--- src/rtl/mult_pkg.sv ---
// Shared definitions for the multiply-accumulate stage: state encoding,
// default widths and the accumulator width check.
package mult_pkg;

    localparam logic [1:0] ST_IDLE  = 2'd0;
    localparam logic [1:0] ST_ACCUM = 2'd1;
    localparam logic [1:0] ST_DONE  = 2'd2;

    typedef enum logic [1:0] {
        S_IDLE  = ST_IDLE,
        S_ACCUM = ST_ACCUM,
        S_DONE  = ST_DONE
    } state_t;

    localparam int DEF_SIZE  = 16;
    localparam int DEF_ACC_W = 40;
    localparam int DEF_LEN_W = 8;

    function automatic bit acc_w_fits(input int size, input int acc_w);
        return acc_w >= 2 * size;
    endfunction

    localparam bit DEF_WIDTH_OK = acc_w_fits(DEF_SIZE, DEF_ACC_W);

endpackage

--- src/rtl/mult_accumulator_if.sv ---
// Control, product handshake and result bus between the multiplier parent
// and the accumulate stage.
interface mult_accumulator_if
    import mult_pkg::*;
#(
    parameter int SIZE  = DEF_SIZE,
    parameter int ACC_W = DEF_ACC_W,
    parameter int LEN_W = DEF_LEN_W
);
    logic                start;
    logic [LEN_W-1:0]    length;
    logic                valid;
    logic [2*SIZE-1:0]   product;
    logic                ready;
    logic                busy;
    logic                done;
    logic [ACC_W-1:0]    result;
    logic                overflow;

    modport master (
        output start, length, valid, product,
        input  ready, busy, done, result, overflow
    );

    modport slave (
        input  start, length, valid, product,
        output ready, busy, done, result, overflow
    );
endinterface

--- src/rtl/mult_accumulator.sv ---
// Sums a programmed number of unsigned products; one accepted product per cycle,
// done pulses the cycle after the last transfer; ready is a function of state only.
module mult_accumulator
    import mult_pkg::*;
#(
    parameter int SIZE  = DEF_SIZE,
    parameter int ACC_W = DEF_ACC_W,
    parameter int LEN_W = DEF_LEN_W
) (
    input  logic               clk,
    input  logic               rst,
    mult_accumulator_if.slave  bus
);

    state_t             state_q, state_d;
    logic [LEN_W-1:0]   cnt_q, cnt_d;
    logic [ACC_W-1:0]   acc_q, acc_d;
    logic               ovf_q, ovf_d;
    logic [ACC_W:0]     sum;

    always_ff @(posedge clk or posedge rst) begin
        if (rst) begin
            state_q <= S_IDLE;
            cnt_q   <= '0;
            acc_q   <= '0;
            ovf_q   <= 1'b0;
        end else begin
            state_q <= state_d;
            cnt_q   <= cnt_d;
            acc_q   <= acc_d;
            ovf_q   <= ovf_d;
        end
    end

    always_comb begin
        state_d = state_q;
        cnt_d   = cnt_q;
        acc_d   = acc_q;
        ovf_d   = ovf_q;
        // extra MSB of the adder is the carry out of the accumulator
        sum     = {1'b0, acc_q} + (ACC_W+1)'(bus.product);
        unique case (state_q)
            S_IDLE: begin
                if (bus.start) begin
                    acc_d   = '0;
                    ovf_d   = 1'b0;
                    cnt_d   = bus.length;
                    state_d = (bus.length == '0) ? S_DONE : S_ACCUM;
                end
            end
            S_ACCUM: begin
                if (bus.valid) begin
                    acc_d = sum[ACC_W-1:0];
                    ovf_d = ovf_q | sum[ACC_W];
                    cnt_d = cnt_q - LEN_W'(1);
                    if (cnt_q == LEN_W'(1)) begin
                        state_d = S_DONE;
                    end
                end
            end
            S_DONE: begin
                state_d = S_IDLE;
            end
            default: begin
                state_d = S_IDLE;
            end
        endcase
    end

    assign bus.ready    = (state_q == S_ACCUM);
    assign bus.busy     = (state_q != S_IDLE);
    assign bus.done     = (state_q == S_DONE);
    assign bus.result   = acc_q;
    assign bus.overflow = ovf_q;

endmodule

--- src/flat_wrapper.sv ---
// flat-port wrapper written by rule: the top's interface ports become plain ports
module mult_accumulator_flat import mult_pkg::*;
#(
    parameter int SIZE  = DEF_SIZE,
    parameter int ACC_W = DEF_ACC_W,
    parameter int LEN_W = DEF_LEN_W
)
  (clk, rst, bus_start, bus_length, bus_valid, bus_product, bus_ready, bus_busy, bus_done, bus_result, bus_overflow);
  mult_accumulator_if #(.SIZE(SIZE), .ACC_W(ACC_W), .LEN_W(LEN_W)) bus_i ();
  input  logic clk;
  input  logic rst;
  input wire logic [$bits(bus_i.start)-1:0] bus_start;
  input wire logic [$bits(bus_i.length)-1:0] bus_length;
  input wire logic [$bits(bus_i.valid)-1:0] bus_valid;
  input wire logic [$bits(bus_i.product)-1:0] bus_product;
  output wire logic [$bits(bus_i.ready)-1:0] bus_ready;
  output wire logic [$bits(bus_i.busy)-1:0] bus_busy;
  output wire logic [$bits(bus_i.done)-1:0] bus_done;
  output wire logic [$bits(bus_i.result)-1:0] bus_result;
  output wire logic [$bits(bus_i.overflow)-1:0] bus_overflow;
  assign bus_i.start = bus_start;
  assign bus_i.length = bus_length;
  assign bus_i.valid = bus_valid;
  assign bus_i.product = bus_product;
  assign bus_ready = bus_i.ready;
  assign bus_busy = bus_i.busy;
  assign bus_done = bus_i.done;
  assign bus_result = bus_i.result;
  assign bus_overflow = bus_i.overflow;
  mult_accumulator #(.SIZE(SIZE), .ACC_W(ACC_W), .LEN_W(LEN_W)) u_core (.clk(clk), .rst(rst), .bus(bus_i));
endmodule
--- config.mk ---
export PLATFORM = sky130hd
export DESIGN_NAME = mult_accumulator_flat
export DESIGN_NICKNAME = d
export VERILOG_FILES = /design/src/rtl/mult_pkg.sv /design/src/rtl/mult_accumulator_if.sv /design/src/rtl/mult_accumulator.sv /design/src/flat_wrapper.sv
export SDC_FILE = /design/constraint.sdc
export NUM_CORES = 1
export LEC_CHECK = 0
export CAP_MARGIN = 10
export CORE_ASPECT_RATIO = 1.5
export CORE_MARGIN = 10
export CORE_UTILIZATION = 52
export DETAILED_ROUTE_END_ITERATION = 8
export PLACE_DENSITY = 0.8
export SLEW_MARGIN = 20
export SYNTH_ARGS = -nofsm -noshare
export SYNTH_HDL_FRONTEND = slang
export SYNTH_SLANG_ARGS = --single-unit
--- constraint.sdc ---
create_clock -name clk -period 3.55 [get_ports clk]
set_clock_uncertainty 0.15 [all_clocks]
set_input_delay 0.5325 -clock clk [delete_from_list [all_inputs] [get_ports clk]]
set_output_delay 0.5325 -clock clk [all_outputs]
set_load 0.01 [all_outputs]
* Word-level counts from Yosys, hierarchy flattened
Cells that the tools add are included.
Widths: inputs -> output; s select.
** Cells by class
- Reductions and logical operators :: 6
- Bitwise gates (word level) :: 1
- Equality and inequality tests :: 6
- Multiplexer cells :: 14
- $add $sub $neg :: 2
** Operators with widths (count)
- $mux 40 :: 2
- $pmux 40 s2 :: 1
- $add 40x32->41 :: 1
- $mux 8 :: 2
- $pmux 8 s2 :: 1
- $eq 8x1->1 const B :: 1
- $logic_not 8->1 :: 1
- $mux 2 :: 4
- $sub 8x1->8 const B :: 1
- $reduce_and 3->1 :: 2
- $ne 2x2->1 const B :: 2
- $pmux 2 s2 :: 1
- $reduce_bool 2->1 :: 2
- $eq 2x1->1 const B :: 1
- $eq 2x2->1 const B :: 1
- $logic_not 2->1 :: 1
- $mux 1 :: 2
- $ne 2x1->1 const B :: 1
- $pmux 1 s2 :: 1
- $or 1x1->1 :: 1
** Word-level totals
- Output and inout port bits :: 44
- Register bits after elaboration :: 51
- Input bits :: 44

* Depth between registers and ports, before layout
Gate-level depths: netlist of run 1.
- Word-level depth :: 4
- Depth in mapped cells :: 10
- Gate-level depth less buffers :: 10

* Least setup slack after synthesis of run 1
No wires, ideal clock.
- Path kind :: input to register
- Start :: input bus_product[0]
- End :: register u_core.acc_q[32], in the netlist u_core.bus.result[32]
- Stages on the path :: 10
- Buffers on the path :: 0
- Data required time :: 3314 ps
- Arrival :: 2520 ps
- Setup slack :: 794 ps
- Cells stage by stage :: ha_1 fa_1 a21oi_1 o22a_2 o21ai_2 o31a_4 o211ai_1 nand2_1 and4_1 nor3_1
** On the way
- Word-level cells in the longest chain between the ends :: 3
** Ends and longest elaborated chain
- from (decl) :: RTL line flat_wrapper.sv:15 : input wire logic [$bits(bus_i.product)-1:0] bus_product;
- $add 40x32->41 :: RTL line mult_accumulator.sv:41 : sum = {1'b0, acc_q} + (ACC_W+1)'(bus.product);
- $mux 40 :: RTL line mult_accumulator.sv:52 : if (bus.valid) begin
- $pmux 40 s2 :: RTL line mult_accumulator.sv:42 : unique case (state_q)
- to (signal assigned) :: RTL line mult_accumulator.sv:25 : acc_q <= '0;
- to (signal assigned) :: RTL line mult_accumulator.sv:30 : acc_q <= acc_d;
- to (decl) :: RTL line mult_accumulator.sv:17 : logic [ACC_W-1:0] acc_q, acc_d;
Every way passes these cells. The select of a mux whose other input is x is not followed.
A chain may end at the register's enable or synchronous reset.

* Worst setup path after layout of run 1
- Start :: input bus_product[0]
- End :: register u_core.acc_q[36], in the netlist u_core.bus.result[36]
The elaborated chain is that of the path after synthesis.

==> impl_metrics.yaml, run 1 <==
run_status:
  status: "finished clean"
routing:
  wirelength_mm: 11.8
  vias: 3994
  antenna_left: 0
  drt_iter0_drc: 171
  wire_per_inst_um: 17.5
  vias_per_cell: 5.93
  drc: 0
  drt-pass1-iter-count: 4
yosys:
  synth_fa_ha_area_frac: 0.109
  avgSynthCellArea_um2: 8.34
  syn-instance-count: 491
  synth_top_family_by_area: "compound AO/OA/AOI/OAI gates"
  synth_xor_area_frac: 0.0620
  syn-cell-area_um2: 4100
  syn_nets: 570
  ys.warnings.count: 0
  synth-edff-count: 0
  synth-simple-area-share: 0.192
  ys.flop_type: "dfrtp_1"
  async_reset_ff_frac: 1.00
  synth_mux_area_frac: 0.00489
  yosys.cell_types.count: 65
  synth_sequential_area_ratio: 0.312
  synth_compound_area_frac: 0.285
  ys_ff_latch: 51
sta:
  hold_viol: 0
  final.setup.tns_ps: 0
  tightest_slew_ps: 641
  max_freq_ghz: 0.314
  relSlewSlack: 0.573
  min_period_ps: 3190
  grt_setup_unrepaired: "false"
  finalCritPeriodShare: 0.898
  maxSlewViolCount: 0
  setup_violations: 0
die:
  core_um2: 7660
  placementRows: 39
  start_util: 0.535
  die_w_um: 92.5
  die_height_um: 129
  die_area_um2: 11900
  io_pins: 88
setup_path:
  critPathLaunchType: "input port"
  worstPathMaxFanout: 7
  cp.required_ps: 3610
  critical_path_class: "input port to register"
  endpoint_kind: "register"
  crit_start: "bus_product[0]"
  cp.arrival_ps: 3250
  reg2reg_from: "u_core.bus.result[2]"
worst_hold_path:
  hp-start: "u_core.bus.overflow"
  worstHoldPathType: "register to register"
power_and_ir_drop:
  powerDensity_nw_per_um2: 899
  p_leak_uw: 0.00218
  ir_drop_v: 0.000482
clock_tree:
  cts_inserted_buffers: 5
  clockRootBuffer: "clkbuf_16"
  path_clk_slew_ps: 70
  clk_latency_ps: 300
  cts_setup_buffers: 0
  numClockSinks: 51
  clockBufferDepth: 2
  cts_hold_buf: 0
  cts_tree: "built"
  post_cts_resized: 0
  cts-htree-levels: 2
global_route:
  groute.usage.overall: 0.195
  grt_pass1_wl_mm: 19.3
  grt_max_degree: 52
  antenna_found_initial: 0
  grt_overflow: 0
  grt_pass1_vias: 4100
cells_and_area:
  n_antenna_cell: 0
  final_cells: 673
  final_util: 0.684
  area_growth_pct: 27.9
  drive_above_1_share: 0.0578
  nets: 649
placed_design:
  hpwlAfterDp_mm: 9.17
  dp.cells: 665
  port_buffers: 87
  gp_congestion: 0.975
job:
  cap_viol_max_count: 0
## sequential cells by signal, summed over array words and instances, names as in the netlist
signal and count:
u_core.bus.result 40, u_core.cnt_q 8, u_core.state_q 2, u_core.bus.overflow 1
## cell type report
class                           count  area [um2]
Clock buffer                        5         125
Clock inverter                      3        67.6
Fill cell                         680        2420
Inverter                           17        66.3
Multi-Input combinational cell    404        2680
Sequential cell                    51        1280
Tap cell                          102         128
Timing Repair Buffer               91         901
## cell families after synthesis
| logic type | Yosys count |
|---|---|
| fa+ha+maj | 35 |
| compound gates | 174 |
| xor+xnor | 29 |
| simple gates | 164 |
| buf+inv | 36 |
| mux | 2 |
| flops | 51 |
## power breakdown
group,internal (uW),switching [uW]
Clock,404,226
Sequential,841,250
Combinational,1350,1640
## Yosys cell counts (4+ instances only)
| cell | n | area, um2 |
|---|---|---|
| ha_1 | 34 | 425 |
| nor2_1 | 27 | 101 |
| dfrtp_1 | 51 | 1280 |
| o21a_1 | 4 | 30.0 |
| and2_1 | 5 | 31.3 |
| nand4_1 | 5 | 31.3 |
| o211ai_1 | 6 | 45.0 |
| clkbuf_1 | 13 | 48.8 |
| and4_1 | 4 | 35.0 |
| a211oi_1 | 5 | 37.5 |
| a21o_1 | 8 | 60.1 |
| o31ai_1 | 6 | 45.0 |
| inv_1 | 16 | 60.1 |
| or3_1 | 4 | 25.0 |
| nand2_1 | 67 | 251 |
| xor2_1 | 11 | 96.3 |
| nor2b_1 | 4 | 25.0 |
| xnor2_1 | 18 | 158 |
| a21oi_1 | 43 | 215 |
| nor3_1 | 14 | 70.1 |
| nand3_1 | 14 | 70.1 |
| o21bai_1 | 5 | 37.5 |
| o21ai_0 | 58 | 290 |
| nand2b_1 | 5 | 31.3 |
## metrics by stage
step                worst slack, ps  instance area (um2)  power (uW)  hold WS [ps]
floorplan                       794                 4100        3080           313
global placement                174                 5040        3990           316
detailed placement              129                 5050        4060           336
CTS                             353                 5240        4720           351
global route                    223                 5240        5090           395
finish                          361                 5240        4710           348
## worst paths after layout
kind                                    endpoint  slack (ps)  cells after the start
hold / removal               u_core.bus.overflow         350                      2
hold reg to reg              u_core.bus.overflow         350                      2
setup / recovery           u_core.bus.result[36]         360                     11
max in group asynchronous  u_core.bus.result[37]        2300                      2
setup reg to reg           u_core.bus.result[25]         580                      9
min in group asynchronous        u_core.cnt_q[3]         520                      2
## cells in the final DEF (no fill, tap or decap), types with 5 or more instances in the layout
master / synthesis / layout
a211oi_1: 5 / 5
a21o_1: 8 / 8
a21oi_1: 43 / 43
and2_1: 5 / 5
clkbuf_16: 0 / 5
clkdlybuf4s50_1: 0 / 87
dfrtp_1: 51 / 51
ha_1: 34 / 34
inv_1: 16 / 15
nand2_1: 67 / 67
nand2b_1: 5 / 5
nand3_1: 14 / 14
nand4_1: 5 / 5
nor2_1: 27 / 27
nor3_1: 14 / 14
o211ai_1: 6 / 6
o21ai_0: 58 / 58
o21bai_1: 5 / 5
o31ai_1: 6 / 6
xnor2_1: 18 / 18
xor2_1: 11 / 11
## routing by layer
| layer | global-route usage | wire, um | vias up |
|---|---|---|---|
| met1 | 0.200 | 4480 | 1891 |
| met5 | 0 | 0 | - |
| met2 | 0.371 | 6380 | 116 |
| met4 | 0.0801 | 324 | 0 |
| met3 | 0.0407 | 580 | 31 |
| li1 | - | - | 1956 |
## worst max-delay path, cell delays in order
cell and delay, ps:
clkdlybuf4s50_1 420, ha_1 240, fa_1 420, a21oi_1 190, o22a_2 220, o21ai_2 90
o31a_4 310, o211ai_1 170, nand2_1 200, and4_1 240, nor3_1 200
Note: power is estimated with default switching activity, not from simulation.
==> run 2, diff against run 1 <==
--- a/config.mk
+++ b/config.mk
@@ -5,6 +5,7 @@
 export SDC_FILE = /design/constraint.sdc
 export NUM_CORES = 1
 export LEC_CHECK = 0
+export ABC_CLOCK_PERIOD_IN_PS = 3550
 export CAP_MARGIN = 10
 export CORE_ASPECT_RATIO = 1.5
 export CORE_MARGIN = 10
==> results of run 2 <==
Final layout, timing and power as in run 1 (identical DEF).
==> run 3, diff against run 2 <==
--- a/config.mk
+++ b/config.mk
@@ -10,6 +10,7 @@
 export CORE_ASPECT_RATIO = 1.5
 export CORE_MARGIN = 10
 export CORE_UTILIZATION = 52
+export CTS_CLUSTER_DIAMETER = 200
 export DETAILED_ROUTE_END_ITERATION = 8
 export PLACE_DENSITY = 0.8
 export SLEW_MARGIN = 20
==> results of run 3 <==
Final layout, timing and power as in run 1 (identical DEF).
